===== config.mk =====
export PLATFORM = sky130hd
export DESIGN_NAME = uart_rx_sipo_param
export DESIGN_NICKNAME = d
export VERILOG_FILES = /design/src/rtl/uart_rx_sipo_param.sv
export SDC_FILE = /design/constraint.sdc
export NUM_CORES = 1
export LEC_CHECK = 0
export ABC_AREA = 1
export BUFFER_PORTS_ARGS = -buffer_cell sky130_fd_sc_hd__buf_2
export CAP_MARGIN = 5
export CORE_MARGIN = 2
export CORE_UTILIZATION = 40
export CTS_CLUSTER_SIZE = 14
export DETAILED_ROUTE_END_ITERATION = 12
export GPL_ROUTABILITY_DRIVEN = 0
export PLACE_DENSITY = 0.66
export SYNTH_ARGS = -nofsm -noshare
export SYNTH_HDL_FRONTEND = slang
export SYNTH_SLANG_ARGS = --single-unit

===== constraint.sdc =====
create_clock -name baud_clk -period 4.3 [get_ports baud_clk]
set_input_delay 0.215 -clock baud_clk [delete_from_list [all_inputs] [get_ports baud_clk]]
set_output_delay 0.215 -clock baud_clk [all_outputs]
set_load 0.05 [all_outputs]

===== src/rtl/uart_rx_sipo_param.sv =====
// uart_rx_sipo_param: oversampled UART receive deserialiser with parity/stop checks.
// Ports: baud_clk, reset_n (async, active-low), rx_serial, rx_ready in;
//        rx_data[DATA_BITS], rx_valid, parity_err, frame_err, overrun, busy out.
// Option: define UART_RX_MAJORITY_EN for 2-of-3 majority bit decisions.
module uart_rx_sipo_param #(
    parameter int unsigned DATA_BITS  = 8,
    parameter int unsigned OVERSAMPLE = 16,
    parameter bit          PARITY_EN  = 1'b1,
    parameter bit          PARITY_ODD = 1'b0,
    parameter int unsigned STOP_BITS  = 1
) (
    input  logic                 baud_clk,
    input  logic                 reset_n,
    input  logic                 rx_serial,
    input  logic                 rx_ready,
    output logic [DATA_BITS-1:0] rx_data,
    output logic                 rx_valid,
    output logic                 parity_err,
    output logic                 frame_err,
    output logic                 overrun,
    output logic                 busy
);
    localparam int unsigned   CW        = $clog2(OVERSAMPLE);
    localparam logic [CW-1:0] CNT_LAST  = CW'(OVERSAMPLE - 1);
`ifdef UART_RX_MAJORITY_EN
    // Start decision one cycle later so the 3-sample window straddles the centre;
    // later bits keep the same period, so their window stays centred too.
    localparam logic [CW-1:0] CNT_START = CW'(OVERSAMPLE / 2);
`else
    localparam logic [CW-1:0] CNT_START = CW'(OVERSAMPLE / 2 - 1);
`endif
    localparam logic [3:0]    BIT_LAST  = 4'(DATA_BITS - 1);
    localparam logic [3:0]    STOP_LAST = 4'(STOP_BITS - 1);

    typedef enum logic [2:0] {IDLE, START, DATA, PARITY, STOP, BRK} state_t;

    state_t               state_q, state_d;
    logic                 sync_q, rxs_q;
    logic [CW-1:0]        cnt_q, cnt_d;
    logic [3:0]           bcnt_q, bcnt_d;
    logic [DATA_BITS-1:0] shift_q, shift_d;
    logic                 perr_q, perr_d;
    logic                 ferr_q, ferr_d;
    logic [DATA_BITS-1:0] rx_data_q, rx_data_d;
    logic                 rx_valid_q, rx_valid_d;
    logic                 parity_err_q, parity_err_d;
    logic                 frame_err_q, frame_err_d;
    logic                 overrun_q, overrun_d;
    logic                 commit;
    logic                 bit_v;

`ifdef UART_RX_MAJORITY_EN
    logic [1:0] hist_q;

    always_ff @(posedge baud_clk or negedge reset_n) begin
        if (!reset_n) hist_q <= 2'b11;
        else          hist_q <= {hist_q[0], rxs_q};
    end

    assign bit_v = (hist_q[1] & hist_q[0]) |
                   (hist_q[1] & rxs_q) |
                   (hist_q[0] & rxs_q);
`else
    assign bit_v = rxs_q;
`endif

    always_ff @(posedge baud_clk or negedge reset_n) begin
        if (!reset_n) begin
            state_q      <= IDLE;
            sync_q       <= 1'b1;
            rxs_q        <= 1'b1;
            cnt_q        <= '0;
            bcnt_q       <= '0;
            shift_q      <= '0;
            perr_q       <= 1'b0;
            ferr_q       <= 1'b0;
            rx_data_q    <= '0;
            rx_valid_q   <= 1'b0;
            parity_err_q <= 1'b0;
            frame_err_q  <= 1'b0;
            overrun_q    <= 1'b0;
        end else begin
            state_q      <= state_d;
            sync_q       <= rx_serial;
            rxs_q        <= sync_q;
            cnt_q        <= cnt_d;
            bcnt_q       <= bcnt_d;
            shift_q      <= shift_d;
            perr_q       <= perr_d;
            ferr_q       <= ferr_d;
            rx_data_q    <= rx_data_d;
            rx_valid_q   <= rx_valid_d;
            parity_err_q <= parity_err_d;
            frame_err_q  <= frame_err_d;
            overrun_q    <= overrun_d;
        end
    end

    always_comb begin
        state_d = state_q;
        cnt_d   = cnt_q;
        bcnt_d  = bcnt_q;
        shift_d = shift_q;
        perr_d  = perr_q;
        ferr_d  = ferr_q;
        commit  = 1'b0;
        unique case (state_q)
            IDLE: begin
                cnt_d = '0;
                if (!rxs_q) state_d = START;
            end
            START: begin
                cnt_d = cnt_q + CW'(1);
                if (cnt_q == CNT_START) begin
                    cnt_d   = '0;
                    bcnt_d  = '0;
                    perr_d  = 1'b0;
                    ferr_d  = 1'b0;
                    state_d = bit_v ? IDLE : DATA;
                end
            end
            DATA: begin
                cnt_d = cnt_q + CW'(1);
                if (cnt_q == CNT_LAST) begin
                    shift_d = {bit_v, shift_q[DATA_BITS-1:1]};
                    bcnt_d  = bcnt_q + 4'd1;
                    if (bcnt_q == BIT_LAST) begin
                        bcnt_d  = '0;
                        state_d = PARITY_EN ? PARITY : STOP;
                    end
                end
            end
            PARITY: begin
                cnt_d = cnt_q + CW'(1);
                if (cnt_q == CNT_LAST) begin
                    perr_d  = (^shift_q) ^ bit_v ^ PARITY_ODD;
                    state_d = STOP;
                end
            end
            STOP: begin
                cnt_d = cnt_q + CW'(1);
                if (cnt_q == CNT_LAST) begin
                    if (!bit_v) ferr_d = 1'b1;
                    bcnt_d = bcnt_q + 4'd1;
                    if (bcnt_q == STOP_LAST) begin
                        commit = 1'b1;
                        bcnt_d = '0;
                        // A low final stop means break/stuck line: wait for idle.
                        state_d = bit_v ? IDLE : BRK;
                    end
                end
            end
            BRK: begin
                cnt_d = '0;
                if (rxs_q) state_d = IDLE;
            end
            default: state_d = IDLE;
        endcase
    end

    always_comb begin
        rx_data_d    = rx_data_q;
        rx_valid_d   = rx_valid_q;
        parity_err_d = parity_err_q;
        frame_err_d  = frame_err_q;
        overrun_d    = 1'b0;
        if (rx_valid_q && rx_ready) rx_valid_d = 1'b0;
        if (commit) begin
            if (!rx_valid_q || rx_ready) begin
                rx_data_d    = shift_q;
                parity_err_d = PARITY_EN & perr_q;
                frame_err_d  = ferr_q | ~bit_v;
                rx_valid_d   = 1'b1;
            end else begin
                overrun_d = 1'b1;
            end
        end
    end

    assign rx_data    = rx_data_q;
    assign rx_valid   = rx_valid_q;
    assign parity_err = parity_err_q;
    assign frame_err  = frame_err_q;
    assign overrun    = overrun_q;
    assign busy       = (state_q != IDLE);

endmodule


==> results.toml <==
[timing]
final_hold_viol_count = 22
drv_slew = 0
fmax_mhz = 517.2
period_share_pct = 44.96
tns_ps = 0
holdWs_ps = -8.111
final.min_clock_period_ps = 1933
worst_slew_pin_slew_ps = 741.9
slew_headroom_pct = 50.54
setup_viol = 0
rsz0062_at_grt = "false"
final.setup_skew_ps = 4.335

[global_route]
grt_use_total_pct = 14.66
gr-total-overflow = 0
grt_pass1_wl_um = 5837
grt_max_degree = 36
antenna_found_initial = 0
grt_pass1_vias = 1308

[detailed_routing]
wl_um = 3179
wire_per_inst_um = 10.56
drt-initial-drc-count = 138
ant_nets = 0
vias = 1431
via_per_inst = 4.754
drtPass1Iterations = 4
route.detailed.drc = 0

[run_status]
violations = "hold timing"
status = "finished with violations"

[final_layout]
drive_gt1_share_pct = 14.06
final_cell_mix = "nand2_1 (73), dfrtp_1 (33), inv_1 (30)"
final_nets = 255
diodes = 0
filler_cell_count = 440
layout_commonest_cell = "nand2_1"
syn2layout_area_growth_pct = 12.99
post-route-cell-area_um2 = 2003

[clocking]
ctsResizeCount = 0
cts_tree = "built"
cts_made_buffers = 5
cts_hold_buf = 0
postCtsSetupBuffers = 0
clk_path_buf_depth = 2
cts.clk_slew.worst_paths_ps = 70
cts_max_level = 2
worst_skew_pair.late_latency_ps = 280
ctsRootBufferMaster = "clkbuf_8"
clock-sinks = 35

[floorplanning]
rows = 24
io_pins = 17
die_h_um = 70.58
start_util_pct = 41.00
die_area_um2 = 4981
die_width_um = 70.58
core_um2 = 4324

[setup_path]
arrival_ps = 2110
crit_fanout = 20
slowest_delay_ps = 520
required_ps = 4480
critical_path_class = "register to register"
worst_setup_path_start_kind = "register"
critPathBufInv = 1
cp_slowest_cell = "nand4_1"
crit_chain = "nor2_1 > nand2_2 > inv_1 > nand4_1 > o21ai_0"
cp_top_family = "simple AND/OR/NAND/NOR gates"
worstRegToRegCells = 5
cp.depth = 5
r2r_slack_ps = 2370
cp-end-kind = "register"

[pwr]
p_switching_uw = 395.9
internal-power_uw = 611.4
power_density_nw_per_um2 = 502.8
power_frac_comb_pct = 35.4
swShare_pct = 39.30
clockPowerShare_pct = 24.4
seqPwrFrac_pct = 40.1
leakagePower_nw = 1.018
vdd_drop_max_mv = 0.1726

[placement]
port_buffers = 16
dp_hpwl_um = 2410
place_area_um2 = 1904

[synth]
syn_nets = 235
synth_cell_types = 25
syn_inst = 228
yosys.area.top_type = "dfrtp_1"
synth_top_area_share_pct = 46.58
netlist_area_um2 = 1773
synth_seq_cells = 35
ys_warn_count = 0
synth_seq_area_share_pct = 49.54
synth_area_per_cell_um2 = 7.776
synthTopCellsByArea = "dfrtp_1 (47%), nand2_1 (15%), o21ai_0 (7.6%)"

[min_path]
hold_path.class = "input port to async pin"

[flow_run]
max_cap_viol_count = 0
power by group through the flow:
stage                     Sequential, mW  Combinational, mW  Clock (mW)
final                              0.404              0.357       0.246
after global routing               0.411              0.421       0.271
after CTS                          0.404              0.359       0.256
after detailed placement           0.411              0.358           0
after global placement             0.409              0.357           0
after floorplan                    0.404              0.289           0
cell families (layout without fill, tap and decap cells):
group | after synthesis | after routing | share of synthesized area, %
fa+ha+maj | 3 | 3 | 2.117
compound gates | 38 | 38 | 11.71
simple gates | 116 | 116 | 28.30
flops | 35 | 35 | 49.54
buf+inv | 34 | 55 | 7.339
xor+xnor | 2 | 2 | 0.9882
flip-flops by register name, indices dropped and copies added (netlist names):
name,cells
bcnt_q,4
bit_v,1
cnt_q,4
ferr_q,1
frame_err,1
overrun,1
parity_err,1
perr_q,1
rx_data,8
rx_valid,1
shift_q,8
state_q,3
sync_q,1
worst register-to-register path: cells and delay by family, from the launching register on:
kind                   cells  cell delay (ps)
buffers and inverters      1              130
flip-flops                 1              440
AO/OA/AOI/OAI              1              410
AND/OR/NAND/NOR            3              860
layout make-up:
cell class,instances,area (um^2),share of cell area (%)
clock buffers,6,82.58,4.122
clock inverters,2,16.27,0.8120
inverters,31,116.4,5.809
multi-input cells,159,764.5,38.16
flip-flops and latches,35,878.3,43.85
well taps,52,65.06,3.248
repair buffers,16,80.08,3.998
layer usage:
| layer | up-vias | track usage [%] | part of all wire [%] |
|---|---|---|---|
| li1 | 769 | - | - |
| met1 | 638 | 21.61 | 51 |
| met2 | 20 | 21.07 | 44 |
| met3 | 4 | 2.991 | 3.8 |
| met4 | 0 | 6.289 | 1.7 |
| met5 | - | 0 | 0 |
worst paths after layout:
check,startpoint,end
worst max-delay path,state_q[1]$_DFFE_PN0P_,rx_data[0]$_DFFE_PN0P_
worst min register to register,sync_q$_DFF_PN1_,bit_v$_DFF_PN1_
worst min-delay path,reset_n,cnt_q[1]$_DFFE_PN0P_
max in group asynchronous,reset_n,bcnt_q[1]$_DFFE_PN0P_
min in group baud_clk,rx_serial,sync_q$_DFF_PN1_
worst max register to register,state_q[1]$_DFFE_PN0P_,rx_data[0]$_DFFE_PN0P_
synth_stat cells:
cell and instances:
clkbuf_1 1, xor2_1 2, nand3_2 1, a21oi_1 3
o22ai_1 3, o21bai_1 2, ha_1 3, o21ba_2 1
dfstp_2 2, o21ai_0 27, nand3_1 19, inv_1 30
nor2_1 14, buf_2 2, nand2_1 73, nand2_2 2
a31oi_1 1, nor3_1 1, nor2_4 1, dfrtp_1 33
inv_2 1, nand4_1 2, nor2_2 2, nor3_4 1
o31ai_1 1
stage by stage:
| stage | util [%] | total power [mW] | cells | worst slack, ps | hold slack (ps) |
|---|---|---|---|---|---|
| floorplan | - | 0.6927 | 228 | 2664 | -80.59 |
| detailed placement | 44.04 | 0.7682 | 293 | 2376 | 322.9 |
| finish | 46.33 | 1.007 | 301 | 2367 | -8.111 |
| global placement | 44.04 | 0.7663 | 293 | 2465 | 322.4 |
| global route | 46.33 | 1.103 | 301 | 2008 | 11.72 |
| CTS | 46.33 | 1.019 | 301 | 2353 | 15.70 |
Power figures use the tool's default switching activity.
